--- src/rtl/wb_pkg.sv ---
`default_nettype none
// +----------------------------------------------------------------------+
// | wb_pkg                                                               |
// | Shared types and widths for the writeback arbiter slice.             |
// |   XLEN     : register data width                                     |
// |   REG_AW   : register-file address width                             |
// |   wb_req_t : one pending register write {rd, data}                   |
// | Revision: 1.0 - initial release                                      |
// +----------------------------------------------------------------------+
package wb_pkg;

   localparam int XLEN   = 32;
   localparam int REG_AW = 5;

   typedef struct packed {
      logic [REG_AW-1:0] rd;
      logic [XLEN-1:0]   data;
   } wb_req_t;

endpackage
`default_nettype wire

--- src/rtl/sync_fifo.sv ---
`default_nettype none
// +----------------------------------------------------------------------+
// | sync_fifo                                                            |
// | Single-clock FIFO with wrap-around pointers and an occupancy count.  |
// | A push while full and a pop while empty are ignored. Push and pop    |
// | in the same cycle both take effect. The head is shown combinationally|
// | from storage; there is no bypass from the write side.                |
// |   clk_i, rst_i : clock, synchronous active-high reset                |
// |   push_i       : write wdata_i if not full                           |
// |   wdata_i      : element to write                                    |
// |   pop_i        : drop the head if not empty                          |
// |   rdata_o      : current head element                                |
// |   full_o       : no free entries                                     |
// |   empty_o      : no valid entries                                    |
// | Revision: 1.0 - initial release                                      |
// +----------------------------------------------------------------------+
module sync_fifo
   import wb_pkg::*;
#(
   parameter int  DEPTH = 4,
   parameter type T     = wb_req_t
) (
   input  logic clk_i,
   input  logic rst_i,
   input  logic push_i,
   input  T     wdata_i,
   input  logic pop_i,
   output T     rdata_o,
   output logic full_o,
   output logic empty_o
);

   localparam int AW = $clog2(DEPTH);
   localparam logic [AW:0] C_FULL = (AW+1)'(DEPTH);

   logic [AW-1:0] wr_ptr_q, wr_ptr_d;
   logic [AW-1:0] rd_ptr_q, rd_ptr_d;
   logic [AW:0]   count_q,  count_d;
   T              mem_q [DEPTH];

   logic do_push;
   logic do_pop;

   assign full_o  = (count_q == C_FULL);
   assign empty_o = (count_q == '0);
   assign rdata_o = mem_q[rd_ptr_q];

   assign do_push = push_i && !full_o;
   assign do_pop  = pop_i && !empty_o;

   // DEPTH is a power of two, so the pointers wrap by plain overflow.
   always_comb begin
      wr_ptr_d = wr_ptr_q;
      rd_ptr_d = rd_ptr_q;
      count_d  = count_q + (AW+1)'(do_push) - (AW+1)'(do_pop);
      if (do_push) begin
         wr_ptr_d = wr_ptr_q + AW'(1);
      end
      if (do_pop) begin
         rd_ptr_d = rd_ptr_q + AW'(1);
      end
   end

   always_ff @(posedge clk_i) begin
      if (rst_i) begin
         wr_ptr_q <= '0;
         rd_ptr_q <= '0;
         count_q  <= '0;
      end else begin
         wr_ptr_q <= wr_ptr_d;
         rd_ptr_q <= rd_ptr_d;
         count_q  <= count_d;
      end
   end

   // Storage is not reset: an entry is only ever read after being written.
   always_ff @(posedge clk_i) begin
      if (do_push) begin
         mem_q[wr_ptr_q] <= wdata_i;
      end
   end

endmodule
`default_nettype wire

--- src/rtl/wb_arbiter.sv ---
`default_nettype none
// +----------------------------------------------------------------------+
// | wb_arbiter                                                           |
// | Owns the register file write port. Single-cycle ALU results have     |
// | priority; FPU results queue in a FIFO. A wait counter stalls the ALU |
// | once the FIFO head has been bypassed MAX_WAIT times.                 |
// |   clk_i, rst_i        : clock, synchronous active-high reset         |
// |   alu_valid_i/rd/data : ALU result this cycle                        |
// |   alu_stall_o         : ALU slot denied, upstream holds its result   |
// |   fpu_valid_i/rd/data : FPU result offer                             |
// |   fpu_ready_o         : FIFO has room (transfer on valid && ready)   |
// |   rd_addr_o/data/wren : registered regfile write port                |
// |   fpu_pending_o       : FIFO non-empty, for hazard detection         |
// | Revision: 1.0 - initial release                                      |
// +----------------------------------------------------------------------+
module wb_arbiter
   import wb_pkg::*;
#(
   parameter int DEPTH    = 4,
   parameter int MAX_WAIT = 8
) (
   input  logic              clk_i,
   input  logic              rst_i,
   input  logic              alu_valid_i,
   input  logic [REG_AW-1:0] alu_rd_i,
   input  logic [XLEN-1:0]   alu_data_i,
   output logic              alu_stall_o,
   input  logic              fpu_valid_i,
   output logic              fpu_ready_o,
   input  logic [REG_AW-1:0] fpu_rd_i,
   input  logic [XLEN-1:0]   fpu_data_i,
   output logic [REG_AW-1:0] rd_addr_o,
   output logic [XLEN-1:0]   rd_data_o,
   output logic              rd_wren_o,
   output logic              fpu_pending_o
);

   localparam int WW = $clog2(MAX_WAIT + 1);
   localparam logic [WW-1:0] C_MAX_WAIT = WW'(MAX_WAIT);

   logic [WW-1:0]     wait_cnt_q, wait_cnt_d;
   logic              rd_wren_q,  rd_wren_d;
   logic [REG_AW-1:0] rd_addr_q,  rd_addr_d;
   logic [XLEN-1:0]   rd_data_q,  rd_data_d;

   wb_req_t fifo_wdata;
   wb_req_t fifo_head;
   logic    fifo_push;
   logic    fifo_pop;
   logic    fifo_full;
   logic    fifo_empty;
   logic    grant_alu;

   assign fifo_wdata = '{rd: fpu_rd_i, data: fpu_data_i};

   sync_fifo #(
      .DEPTH (DEPTH),
      .T     (wb_req_t)
   ) u_fpu_fifo (
      .clk_i   (clk_i),
      .rst_i   (rst_i),
      .push_i  (fifo_push),
      .wdata_i (fifo_wdata),
      .pop_i   (fifo_pop),
      .rdata_o (fifo_head),
      .full_o  (fifo_full),
      .empty_o (fifo_empty)
   );

   // Stall is a pure decode of the counter, so it never depends on
   // same-cycle inputs and upstream can use it without a timing loop.
   assign alu_stall_o   = (wait_cnt_q == C_MAX_WAIT);
   assign fpu_ready_o   = !fifo_full;
   assign fpu_pending_o = !fifo_empty;

   assign grant_alu = alu_valid_i && !alu_stall_o;
   assign fifo_pop  = !grant_alu && !fifo_empty;
   assign fifo_push = fpu_valid_i && !fifo_full;

   always_comb begin
      rd_wren_d = 1'b0;
      rd_addr_d = rd_addr_q;
      rd_data_d = rd_data_q;
      if (grant_alu) begin
         rd_addr_d = alu_rd_i;
         rd_data_d = alu_data_i;
         rd_wren_d = (alu_rd_i != '0);
      end else if (fifo_pop) begin
         // x0 writes still consume the slot and the FIFO entry.
         rd_addr_d = fifo_head.rd;
         rd_data_d = fifo_head.data;
         rd_wren_d = (fifo_head.rd != '0);
      end
   end

   // The counter measures how long the current head has been bypassed;
   // with a non-empty FIFO and no pop, the ALU must have taken the slot.
   always_comb begin
      wait_cnt_d = wait_cnt_q;
      if (fifo_empty || fifo_pop) begin
         wait_cnt_d = '0;
      end else if (grant_alu && (wait_cnt_q != C_MAX_WAIT)) begin
         wait_cnt_d = wait_cnt_q + WW'(1);
      end
   end

   always_ff @(posedge clk_i) begin
      if (rst_i) begin
         wait_cnt_q <= '0;
         rd_wren_q  <= 1'b0;
         rd_addr_q  <= '0;
         rd_data_q  <= '0;
      end else begin
         wait_cnt_q <= wait_cnt_d;
         rd_wren_q  <= rd_wren_d;
         rd_addr_q  <= rd_addr_d;
         rd_data_q  <= rd_data_d;
      end
   end

   assign rd_wren_o = rd_wren_q;
   assign rd_addr_o = rd_addr_q;
   assign rd_data_o = rd_data_q;

endmodule
`default_nettype wire

--- config.mk ---
export PLATFORM = sky130hd
export DESIGN_NAME = wb_arbiter
export DESIGN_NICKNAME = d
export VERILOG_FILES = /design/src/rtl/wb_pkg.sv /design/src/rtl/sync_fifo.sv /design/src/rtl/wb_arbiter.sv
export SDC_FILE = /design/constraint.sdc
export NUM_CORES = 1
export LEC_CHECK = 0
export ABC_AREA = 1
export CORE_ASPECT_RATIO = 1.1
export CORE_MARGIN = 3
export CORE_UTILIZATION = 53
export DETAILED_ROUTE_END_ITERATION = 8
export PLACE_DENSITY = 0.85
export SETUP_SLACK_MARGIN = 0.3
export SYNTH_ARGS = -nofsm -noshare
export SYNTH_HDL_FRONTEND = slang
export SYNTH_SLANG_ARGS = --single-unit
--- constraint.sdc ---
create_clock -name clk_i -period 3.9 [get_ports clk_i]
set_clock_uncertainty 0.1 [all_clocks]
set_input_delay 0.78 -clock clk_i [delete_from_list [all_inputs] [get_ports clk_i]]
set_output_delay 0.78 -clock clk_i [all_outputs]
set_load 0.02 [all_outputs]
==> results of run 1 <==
==> stage by stage <==
| step | utilization (%) | setup WS (ns) | cells |
|---|---|---|---|
| 2_1_floorplan | - | 0.840 | 660 |
| 3_3_place_gp | 64.6 | 0.975 | 936 |
| 3_5_place_dp | 64.6 | 0.854 | 936 |
| 4_1_cts | 68.4 | 1.21 | 968 |
| 5_1_grt | 68.4 | 1.10 | 968 |
| 6_report | 68.4 | 1.22 | 968 |
==> synthesized netlist by cell type <==
cell	number	share of area, %
nand2_4	1	0.15
o21ai_1	48	3.1
buf_4	3	0.29
ha_1	8	1.3
xor2_1	1	0.11
nand3_2	1	0.13
o21bai_1	1	0.098
buf_1	3	0.15
dfxtp_1	51	13
fa_1	1	0.26
inv_1	20	0.98
nand2_1	101	4.9
nor2_1	81	3.9
nand3_1	19	1.2
buf_2	15	0.98
o21ai_0	53	3.4
buf_6	3	0.44
clkinv_1	1	0.049
edfxtp_1	148	58
clkbuf_1	17	0.83
inv_2	6	0.29
a21oi_1	7	0.46
o22ai_1	34	2.8
a31oi_1	35	2.8
xnor2_1	2	0.23
==> worst paths after layout <==
check / to / slack, ns / cells after the start
worst max-delay path: fpu_pending_o / 1.22 / 3
worst min-delay path: wait_cnt_q[0] / 0.37 / 1
worst max register to register: u_fpu_fifo.count_q[2] / 1.39 / 14
worst min register to register: wait_cnt_q[0] / 0.37 / 1
==> power by group <==
group          internal (mW)  switching, mW
combinational          0.575          0.971
clock                  0.904          0.696
sequential              2.59          0.124
total                   4.07           1.79
==> metal layers <==
layer | up-vias | wire [µm] | GRT usage, %
li1 | 2584 | - | -
met1 | 2693 | 7060 | 29.5
met2 | 341 | 9640 | 39.9
met3 | 58 | 1450 | 5.36
met4 | 0 | 660 | 12.5
met5 | - | 0 | 0
==> kinds of logic (layout without fill, tap and decap cells) <==
group / Yosys count / count (layout) / share of synthesized area (%)
DFF: 199 / 199 / 71.0
buffers and inverters: 68 / 188 / 4.00
adders and majority gates: 9 / 9 / 1.56
and+or+nand+nor: 203 / 203 / 10.4
AOI/OAI and AO/OA: 178 / 178 / 12.7
xor gates and xnor gates: 3 / 3 / 0.341
==> final cells by class <==
| cell class | count | area, µm² |
|---|---|---|
| clock buffers | 29 | 522 |
| clock inverters | 3 | 15.0 |
| fillers | 921 | 4430 |
| inverters | 27 | 101 |
| multi-input cells | 393 | 1960 |
| flip-flops and latches | 199 | 5470 |
| well taps | 188 | 235 |
| repair buffers | 129 | 1290 |
==> flip-flops by register name (all words and copies together), names as in the netlist, named ones only <==
register and cells:
wait_cnt_q 4, u_fpu_fifo.mem_q 148, rd_wren_o 1, u_fpu_fifo.count_q 3, rd_data_o 32, rd_addr_o 5, u_fpu_fifo.rd_ptr_q 2, u_fpu_fifo.wr_ptr_q 2
==> worst register-to-register path: stages (launching register included) <==
cell	delay [ns]
dfxtp_1	0.37
inv_1	0.06
ha_1	0.20
nand3_2	0.10
nand2_4	0.11
nand2_1	0.17
inv_2	0.10
ha_1	0.30
inv_1	0.06
ha_1	0.14
inv_1	0.05
fa_1	0.35
inv_1	0.09
o21ai_1	0.09
a21oi_1	0.16
==> layout by cell type (no fill, tap or decap) <==
cell type / instances
a21oi_1: 7
a31oi_1: 35
buf_12: 2
buf_4: 9
clkbuf_1: 8
clkbuf_16: 18
clkbuf_8: 3
clkdlybuf4s50_1: 118
clkinv_1: 1
clkinv_2: 3
dfxtp_1: 50
dfxtp_2: 1
edfxtp_1: 148
fa_1: 1
ha_1: 8
inv_1: 20
inv_2: 6
nand2_1: 101
nand2_4: 1
nand3_1: 18
nand3_2: 2
nor2_1: 77
nor2_4: 4
o21ai_0: 53
o21ai_1: 48
o21bai_1: 1
o22ai_1: 34
xnor2_1: 2
xor2_1: 1
==> summary.txt, run 1 <==
Outcome
  • Status: complete, no violations

Clock network
  • Postcts setup bufs: 0
  • PostCTS Resize Cnt: 0
  • Clock Tree Buf Depth: 2
  • CTS clk-pin slew, worst paths: 0.06 ns
  • TritonCTS Buffers: 17
  • TritonCTS clock tree: built
  • Clk_lat worst skew: 0.42 ns
  • CTS HTree Levels: 4
  • CTS sink count: 199
  • CTS Hold Bufs: 0
  • Root Buffer Master: clkbuf_16

Place
  • DP Wirelength: 11500 µm
  • DP Area: 9050 µm²
  • Port buffer count: 118
  • Final GP Congestion: 0.818

GRT
  • Initial antenna violation count: 0
  • Global-route wire length before repair: 29600 µm
  • Largest net degree at the start of global routing: 75
  • Tot GR Track Use: 24.1%
  • Vias in the first global route: 5887
  • Total congestion overflow: 0

Detailed routing
  • Wirelength per Cell: 19.4 µm
  • DRT iter0 DRCs: 640
  • Remaining antenna violation count: 0
  • DR DRC count: 0
  • Routed WL: 18800 µm
  • Router iterations before antenna repair: 5
  • Vias/cell: 5.86
  • Via count: 5676

Layout
  • Layout area overhead: 24.6%
  • # diodes: 0
  • Fin area: 9590 µm²
  • Final nets: 854
  • Layout cell share with drive strength beyond 1: 6.28%

Timing
  • Final setup vio count: 0
  • Setup_tns: 0 ns
  • Fin crit period: 2.68 ns
  • Fmax: 373 MHz
  • Slew Viols, Final: 0
  • Max-slew headroom: 12.3%
  • Hold_ws: 0.370 ns
  • Final hold vios: 0
  • Period utilization: 68.7%
  • RSZ-0062 raised after global routing: no
  • Worst-Margin Slew: 1.31 ns

Critical path
  • Setup crit start: u_fpu_fifo.count_q[1]
  • Cell Chain, Critical Path: inv_1 -> nand2_1 -> clkdlybuf4s50_1
  • Startpoint Class: register
  • Setup crit end kind: output pin
  • Critical path class: reg2out
  • Critical path's slowest cell: clkdlybuf4s50_1
  • Worst Path Max Fanout: 3
  • Critical path's largest stage delay: 0.66 ns
  • CP required: 3.02 ns
  • Buf/Inv on CP: 2
  • CP arrival: 1.80 ns
  • Kind of cell adding the most delay to the critical path: buffers and inverters
  • Reg-to-Reg Start: wait_cnt_q[0]

Yosys
  • Mapped cell area: 7700 µm²
  • Register area share after synthesis: 71.0%
  • Yosys cell types: 25
  • Flop and latch count out of synthesis: 199
  • Syn Area/Cell: 11.7 µm²
  • Syn_nets: 747
  • Synth Instances: 660
  • Yosys Warn Count: 0

Floorplanning
  • Core Region: 14000 µm²
  • Die height: 132 µm
  • I/O pins: 119
  • Initial Util: 54.9%
  • Die area: 16000 µm²
  • Die width: 121 µm
  • Site row count: 45

Worst hold path
  • Min-Delay Path Class: reg2reg
  • Hold_sp: wait_cnt_q[0]

Pwr
  • Power per cell area: 611 nW/µm²
  • Total Power: 5.86 mW
  • Worst ir drop on vdd: 0.000343 V
  • Leak: 3.39 nW

Run
  • Max-Cap Viols: 0
Note: power is estimated with default switching activity, not from simulation.
==> run 2, diff against run 1 <==
- CORE_UTILIZATION: 53 -> 48
- PLACE_DENSITY: 0.85 -> 0.81
- clock period: 3.9 -> 2.4 ns (I/O delays scaled with it)
==> run 2 against run 1 <==
Register-to-register slack worse by 1.0 ns. Combinational power up 66%. Highest routed layer unchanged. First-iteration DRC count down 37%. Largest cell class unchanged. Cell area up 2.9%. Wire length down 11%. Critical path depth up 9. Hold slack better by 0.025 ns. Sequential power up 62%.
==> summary.txt, run 2 (same netlist as run 1, synthesis figures left out) <==
Pwr
  • Leak: 3.50 nW (was 3.39 nW)
  • Power per cell area: 981 nW/µm² (was 611 nW/µm²)
  • Worst ir drop on vdd: 0.000576 V (was 0.000343 V)

Floorplanning
  • Die area: 17600 µm² (was 16000 µm²)
  • Die height: 139 µm (was 132 µm)
  • Core Region: 15400 µm² (was 14000 µm²)
  • I/O pins: 119 (unchanged)
  • Initial Util: 50.0% (was 54.9%)
  • Site row count: 47 (was 45)
  • Die width: 127 µm (was 121 µm)

Critical path
  • Worst Path Max Fanout: 3 (unchanged)
  • Reg-to-Reg Start: wait_cnt_q[1] (was wait_cnt_q[0])
  • R2R cell count: 12 (was 14)
  • Startpoint Class: register (unchanged)
  • CP arrival: 2.25 ns (was 1.80 ns)
  • R2R Path End: u_fpu_fifo.count_q[1] (was u_fpu_fifo.count_q[2])
  • Critical path class: reg2reg (was reg2out)
  • Critical path's largest stage delay: 0.51 ns (was 0.66 ns)
  • Kind of cell adding the most delay to the critical path: adder cells (was buffers and inverters)
  • CP required: 2.63 ns (was 3.02 ns)
  • Buf/Inv on CP: 4 (was 2)
  • Critical path's slowest cell: fa_2 (was clkdlybuf4s50_1)
  • Cell Chain, Critical Path: inv_1 -> ha_2 -> nand3_4 -> nand2_4 -> nand2_4 -> inv_4 -> ha_4 -> inv_2 -> ha_2 -> inv_2 -> fa_2 -> nor2_1 (was inv_1 -> nand2_1 -> clkdlybuf4s50_1)
  • Setup crit end kind: register (was output pin)
  • Worst R2R Setup Slack: 0.37 ns (was 1.39 ns)

GRT
  • Total congestion overflow: 0 (unchanged)
  • Vias in the first global route: 5175 (was 5887)
  • Global-route wire length before repair: 25900 µm (was 29600 µm)
  • Tot GR Track Use: 19.2% (was 24.1%)
  • Initial antenna violation count: 0 (unchanged)
  • Largest net degree at the start of global routing: 41 (was 75)

Layout
  • Layout area overhead: 28.2% (was 24.6%)
  • Most frequent cells in the layout: edfxtp_1 (148), clkdlybuf4s50_1 (115), nand2_1 (99) (was edfxtp_1 (148), clkdlybuf4s50_1 (118), nand2_1 (101))
  • Layout cell share with drive strength beyond 1: 10.6% (was 6.28%)
  • Largest Register: u_fpu_fifo.mem_q (unchanged)
  • FF/Latch Area: 5470 µm² (about the same)
  • Most common cell after layout, fill and taps aside: edfxtp_1 (unchanged)
  • Largest register FFs: 148 (unchanged)
  • Final nets: 870 (was 854)
  • # diodes: 0 (unchanged)
  • Fin area: 9870 µm² (was 9590 µm²)
  • Filler instances: 1144 (was 921)
  • Area of the multi-input gates: 2010 µm² (was 1960 µm²)

Clock network
  • CTS sink count: 199 (unchanged)
  • TritonCTS Buffers: 17 (unchanged)
  • Clk_lat worst skew: 0.43 ns (was 0.42 ns)
  • CTS Hold Bufs: 0 (unchanged)
  • CTS HTree Levels: 4 (unchanged)
  • TritonCTS clock tree: built (unchanged)
  • Clock Tree Buf Depth: 2 (unchanged)
  • Root Buffer Master: clkbuf_16 (unchanged)
  • CTS clk-pin slew, worst paths: 0.07 ns (was 0.06 ns)

Worst hold path
  • Hold_sp: rd_addr_o[4] (was wait_cnt_q[0])
  • Min-Delay Path Class: reg2reg (unchanged)
  • Hold Path Stages: 2 (was 1)
  • Worst Hold Endpoint: rd_addr_o[4] (was wait_cnt_q[0])

Detailed routing
  • Remaining antenna violation count: 0 (unchanged)
  • Router iterations before antenna repair: 5 (unchanged)
  • Vias/cell: 5.35 (was 5.86)
  • DRT iter0 DRCs: 405 (was 640)
  • Via count: 5310 (was 5676)
  • Wirelength per Cell: 16.9 µm (was 19.4 µm)
  • Routed WL: 16800 µm (was 18800 µm)
  • DR DRC count: 0 (unchanged)

Timing
  • RSZ-0062 raised after global routing: no (unchanged)
  • Fmax: 493 MHz
  • Fin crit period: 2.03 ns
  • Slew Viols, Final: 0 (unchanged)
  • Worst-Margin Slew: 0.530 ns (was 1.31 ns)
  • Final hold vios: 0 (unchanged)
  • Hold_ws: 0.395 ns (was 0.370 ns)
  • Final setup vio count: 0 (unchanged)
  • Period utilization: 84.5%
  • Max-slew headroom: 64.6% (was 12.3%)

Place
  • DP Area: 9260 µm² (was 9050 µm²)
  • DP Wirelength: 10300 µm (was 11500 µm)
  • Final GP Congestion: 0.766 (was 0.818)
  • Port buffer count: 118 (unchanged)

Outcome
  • Status: complete, no violations (unchanged)

Run
  • Max-Cap Viols: 0 (unchanged)
==> run 2: cell count changes in the layout (fill, tap and decap cells not counted), moves of 3 or more <==
cell and change:
buf_12 +6, buf_4 +9, dfxtp_1 -3, clkbuf_1 -7, dfxtp_2 +3, inv_6 +5, ha_1 -3, clkdlybuf4s50_1 -3
==> run 2: tightest hold or removal path, cell delays in order (launching register included) <==
cell and delay, ns:
dfxtp_1 0.32, nand2_1 0.07, a31oi_1 0.07
==> run 2: layout make-up <==
cell class	count	share of cell area [%]
sequential	199	55.4
timing repair buffer	145	15.0
clock buffer	19	4.49
multi-input combinational	393	20.3
inverter	27	1.05
clock inverter	13	1.22
tap	196	2.48
==> run 2: worst max path at each step <==
| stage | from | to | slack, ns | cells after the start |
|---|---|---|---|---|
| 3_5_place_dp | alu_valid_i | u_fpu_fifo.count_q[2] | -0.06 | 12 |
| 2_1_floorplan | u_fpu_fifo.count_q[1] | u_fpu_fifo.mem_q[0][0] | -0.04 | 4 |
| 3_3_place_gp | alu_valid_i | u_fpu_fifo.count_q[2] | -0.007 | 12 |
| 5_1_grt | wait_cnt_q[1] | u_fpu_fifo.count_q[1] | 0.29 | 12 |
| 4_1_cts | wait_cnt_q[0] | u_fpu_fifo.count_q[1] | 0.31 | 12 |
| 6_report | wait_cnt_q[1] | u_fpu_fifo.count_q[1] | 0.37 | 12 |
==> run 2: through the flow <==
stage	total power, mW	TNS, ns	util (%)	cells	worst slack (ns)
final	9.69	0	64.1	992	0.373
after global routing	10.2	0	64.1	992	0.295
after CTS	9.70	0	63.8	992	0.309
after detailed placement	7.00	-0.0771	60.1	959	-0.0591
after global placement	6.92	-0.00688	60.1	959	-0.00688
after floorplan	5.96	-6.56	-	660	-0.0443
==> run 2: report_power, final <==
group / switching, mW / leakage [nW] / internal [mW]
sequential: 0.195 / 1.78 / 4.21
clock: 1.23 / 0.273 / 1.47
combinational: 1.54 / 1.45 / 1.04
total: 2.97 / 3.50 / 6.71
==> run 2: timing repair <==
action	in CTS	in global routing
resized for setup	7	13
pin swaps	0	2
hold endpoints to repair	0	0
buffers inserted	1	0
endpoints found under the setup margin	5	22
==> run 2: metal layers <==
metal  vias to the layer above  global-route usage (%)  part of all wire [%]  wire length, µm
met4                         0                    8.92                   2.2              365
met3                        28                    4.89                   5.9              998
met2                       185                    31.8                    50             8320
li1                       2612                       -                     -                -
met5                         -                       0                     0                0
met1                      2485                    23.6                    42             7120
==> run 3, diff against run 2 <==
- clock period: 2.4 -> 1.73 ns (I/O delays scaled with it)
==> run 3 against run 2 <==
The run now ends with negative setup slack left. Sequential share of layout area down 5.6 points. Critical path depth is the same. Global-route usage grew 3.6 points. Clock power grew 53%. Power increased by 58%. Core utilization grew 7.2 points. Sequential power increased by 40%. First-iteration DRC count grew 86%. Highest routed layer unchanged. Worst setup slack worse by 0.58 ns. Hold slack lost 0.032 ns. Cell count up 5.8%. Largest cell class unchanged. Non-clock buffer count grew 57.
==> summary.txt, run 3 (same netlist as run 1, synthesis figures left out) <==
Critical path
  • CP arrival: 2.17 ns (was 2.25 ns)
  • Reg-to-Reg Start: wait_cnt_q[0] (was wait_cnt_q[1])
  • Worst Path Max Fanout: 2 (was 3)
  • CP required: 1.96 ns (was 2.63 ns)
  • Critical path's largest stage delay: 0.51 ns (about the same)
  • R2R cell count: 12 (unchanged)
  • Critical path's slowest cell: fa_2 (unchanged)
  • Cell Chain, Critical Path: inv_2 -> ha_4 -> nand3_4 -> nand2_4 -> nand2_4 -> inv_4 -> ha_4 -> inv_2 -> ha_4 -> inv_2 -> fa_2 -> nor2_1 (was inv_1 -> ha_2 -> nand3_4 -> nand2_4 -> nand2_4 -> inv_4 -> ha_4 -> inv_2 -> ha_2 -> inv_2 -> fa_2 -> nor2_1)
  • R2R Path End: u_fpu_fifo.count_q[1] (unchanged)
  • Worst R2R Setup Slack: -0.21 ns (was 0.37 ns)
  • Setup crit end kind: register (unchanged)
  • Critical path class: reg2reg (unchanged)
  • Startpoint Class: register (unchanged)

Layout
  • Fin area: 11000 µm² (was 9870 µm²)
  • Filler instances: 979 (was 1144)
  • Most common cell after layout, fill and taps aside: edfxtp_1 (unchanged)
  • Largest Register: u_fpu_fifo.mem_q (unchanged)
  • Largest register FFs: 148 (unchanged)
  • Most frequent cells in the layout: edfxtp_1 (148), nand2_1 (97), clkdlybuf4s50_1 (77) (was edfxtp_1 (148), clkdlybuf4s50_1 (115), nand2_1 (99))
  • Layout cell share with drive strength beyond 1: 25.6% (was 10.6%)
  • Layout area overhead: 42.6% (was 28.2%)
  • Final nets: 927 (was 870)

Place
  • Port buffer count: 118 (unchanged)
  • Final GP Congestion: 0.771 (was 0.766)
  • Dpl ws: -0.537 ns (was -0.0591 ns)
  • DP Area: 9520 µm² (was 9260 µm²)
  • DP Wirelength: 11900 µm (was 10300 µm)

Pwr
  • Sw Ratio: 32.0% (was 30.7%)
  • Worst ir drop on vdd: 0.000908 V (was 0.000576 V)
  • Power share of the clock group: 27.1% (was 27.9%)
  • Total Power: 15.3 mW (was 9.69 mW)
  • Part of the power in combinational logic: 32.7% (was 26.6%)
  • Internal power: 10.4 mW (was 6.71 mW)
  • Sw power: 4.89 mW (was 2.97 mW)
  • Leak: 4.11 nW (was 3.50 nW)
  • Register share of total power: 40.3% (was 45.5%)
  • Power per cell area: 1390 nW/µm² (was 981 nW/µm²)

Timing
  • Max-slew headroom: 70.7% (was 64.6%)
  • Worst-Margin Slew: 0.439 ns (was 0.530 ns)
  • Fin crit period: 1.94 ns (was 2.03 ns)
  • Final setup vio count: 27 (was 0)
  • Final hold vios: 0 (unchanged)
  • Setup ws final: -0.207 ns (was 0.373 ns)
  • Fmax: 516 MHz (was 493 MHz)
  • Period utilization: 112% (was 84.5%)
  • Slew Viols, Final: 0 (unchanged)
  • RSZ-0062 raised after global routing: yes (was no)

Clock network
  • CTS sink count: 199 (unchanged)
  • CTS clk-pin slew, worst paths: 0.07 ns (about the same)
  • Clk_lat worst skew: 0.45 ns (was 0.43 ns)
  • Clock Tree Buf Depth: 2 (unchanged)
  • CTS HTree Levels: 4 (unchanged)
  • Root Buffer Master: clkbuf_16 (unchanged)
  • TritonCTS clock tree: built (unchanged)
  • TritonCTS Buffers: 17 (unchanged)

Floorplanning
  • Die area: 17600 µm² (unchanged)
  • Die height: 139 µm (unchanged)
  • Core Region: 15400 µm² (unchanged)
  • I/O pins: 119 (unchanged)
  • Site row count: 47 (unchanged)
  • Initial Util: 50.0% (unchanged)
  • Die width: 127 µm (unchanged)

GRT
  • Largest net degree at the start of global routing: 55 (was 41)
  • Total congestion overflow: 0 (unchanged)
  • Tot GR Track Use: 22.8% (was 19.2%)
  • Vias in the first global route: 6044 (was 5175)
  • Initial antenna violation count: 1 (was 0)
  • Global-route wire length before repair: 30900 µm (was 25900 µm)

Detailed routing
  • Router iterations before antenna repair: 6 (was 5)
  • DRT iter0 DRCs: 754 (was 405)
  • Vias/cell: 5.87 (was 5.35)
  • DR DRC count: 0 (unchanged)
  • Routed WL: 24200 µm (was 16800 µm)
  • Via count: 6160 (was 5310)
  • Wirelength per Cell: 23.1 µm (was 16.9 µm)
  • Remaining antenna violation count: 0 (unchanged)

Worst hold path
  • Hold_sp: alu_data_i[31] (was rd_addr_o[4])
  • Hold Path Stages: 3 (was 2)
  • Min-Delay Path Class: in2reg (was reg2reg)
  • Worst Hold Endpoint: rd_data_o[31] (was rd_addr_o[4])

Run
  • Max-Cap Viols: 0 (unchanged)

Outcome
  • Status: finished with violations (was complete, no violations)
  • Failing checks: negative setup slack
run 3: cell count changes in the layout (fill, tap and decap cells not counted), sizes merged, moves of 3 or more:
| cell | before | now |
|---|---|---|
| buf | 27 | 113 |
| clkbuf | 20 | 30 |
| bufinv | 1 | 4 |
| inv | 31 | 26 |
| clkdlybuf4s50 | 115 | 77 |
run 3: worst max-delay path by stage:
stage / from / end / slack [ns] / cells past startpoint
floorplan: wait_cnt_q[1] / u_fpu_fifo.count_q[1] / -0.24 / 12
detailed placement: alu_valid_i / rd_data_o[17] / -0.54 / 7
finish: wait_cnt_q[0] / u_fpu_fifo.count_q[1] / -0.21 / 12
CTS: wait_cnt_q[1] / u_fpu_fifo.count_q[1] / -0.20 / 12
global placement: alu_valid_i / rd_data_o[10] / -0.44 / 7
global route: wait_cnt_q[0] / u_fpu_fifo.count_q[2] / -0.29 / 14
run 3: repair_timing:
item,in CTS,in global routing
hold buffers,0,0
setup endpoints to repair,236,206
cloned,6,15
pin swaps,8,20
gates resized for setup,201,69
setup buffers,11,9
run 3: metal layers:
metal / track usage, % / routed length (µm) / vias up
li1: - / - / 2730
met1: 25.4 / 8410 / 2996
met2: 40.9 / 13000 / 378
met3: 6.16 / 2100 / 56
met4: 9.37 / 693 / 0
met5: 0 / 0 / -
run 3: stage by stage:
stage	hold slack (ns)	utilization (%)	setup TNS [ns]	instances
after floorplan	0.318	-	-8.72	660
after global placement	0.352	61.8	-47.26	976
after detailed placement	0.376	61.8	-51.81	976
after CTS	0.367	66.9	-0.581	1025
after global routing	0.373	71.3	-3.59	1050
final	0.363	71.3	-1.22	1050
run 3: power by group through the flow:
stage / Combinational, mW / Clock (mW) / Sequential, mW
after detailed placement: 3.91 / 0 / 6.19
after global routing: 5.32 / 4.34 / 6.21
after global placement: 3.72 / 0 / 6.16
after floorplan: 1.96 / 0 / 6.46
after CTS: 4.02 / 4.10 / 6.10
final: 5.00 / 4.14 / 6.16
run 3: area by class of cell:
type	instances	area, µm²	share of cell area (%)
multi-input combinational	393	2170	19.8
sequential	199	5470	49.9
clock buffer	19	433	3.94
antenna	1	2.50	0.0228
inverter	27	135	1.23
tap	196	245	2.23
clock inverter	13	179	1.63
timing repair buffer	202	2340	21.3
run 3: critical path: cells and delay by family (launching register included):
family	cells	cell delay, ns
fa+ha+maj	4	0.96
flops	1	0.32
simple gates	4	0.25
buf+inv	4	0.21
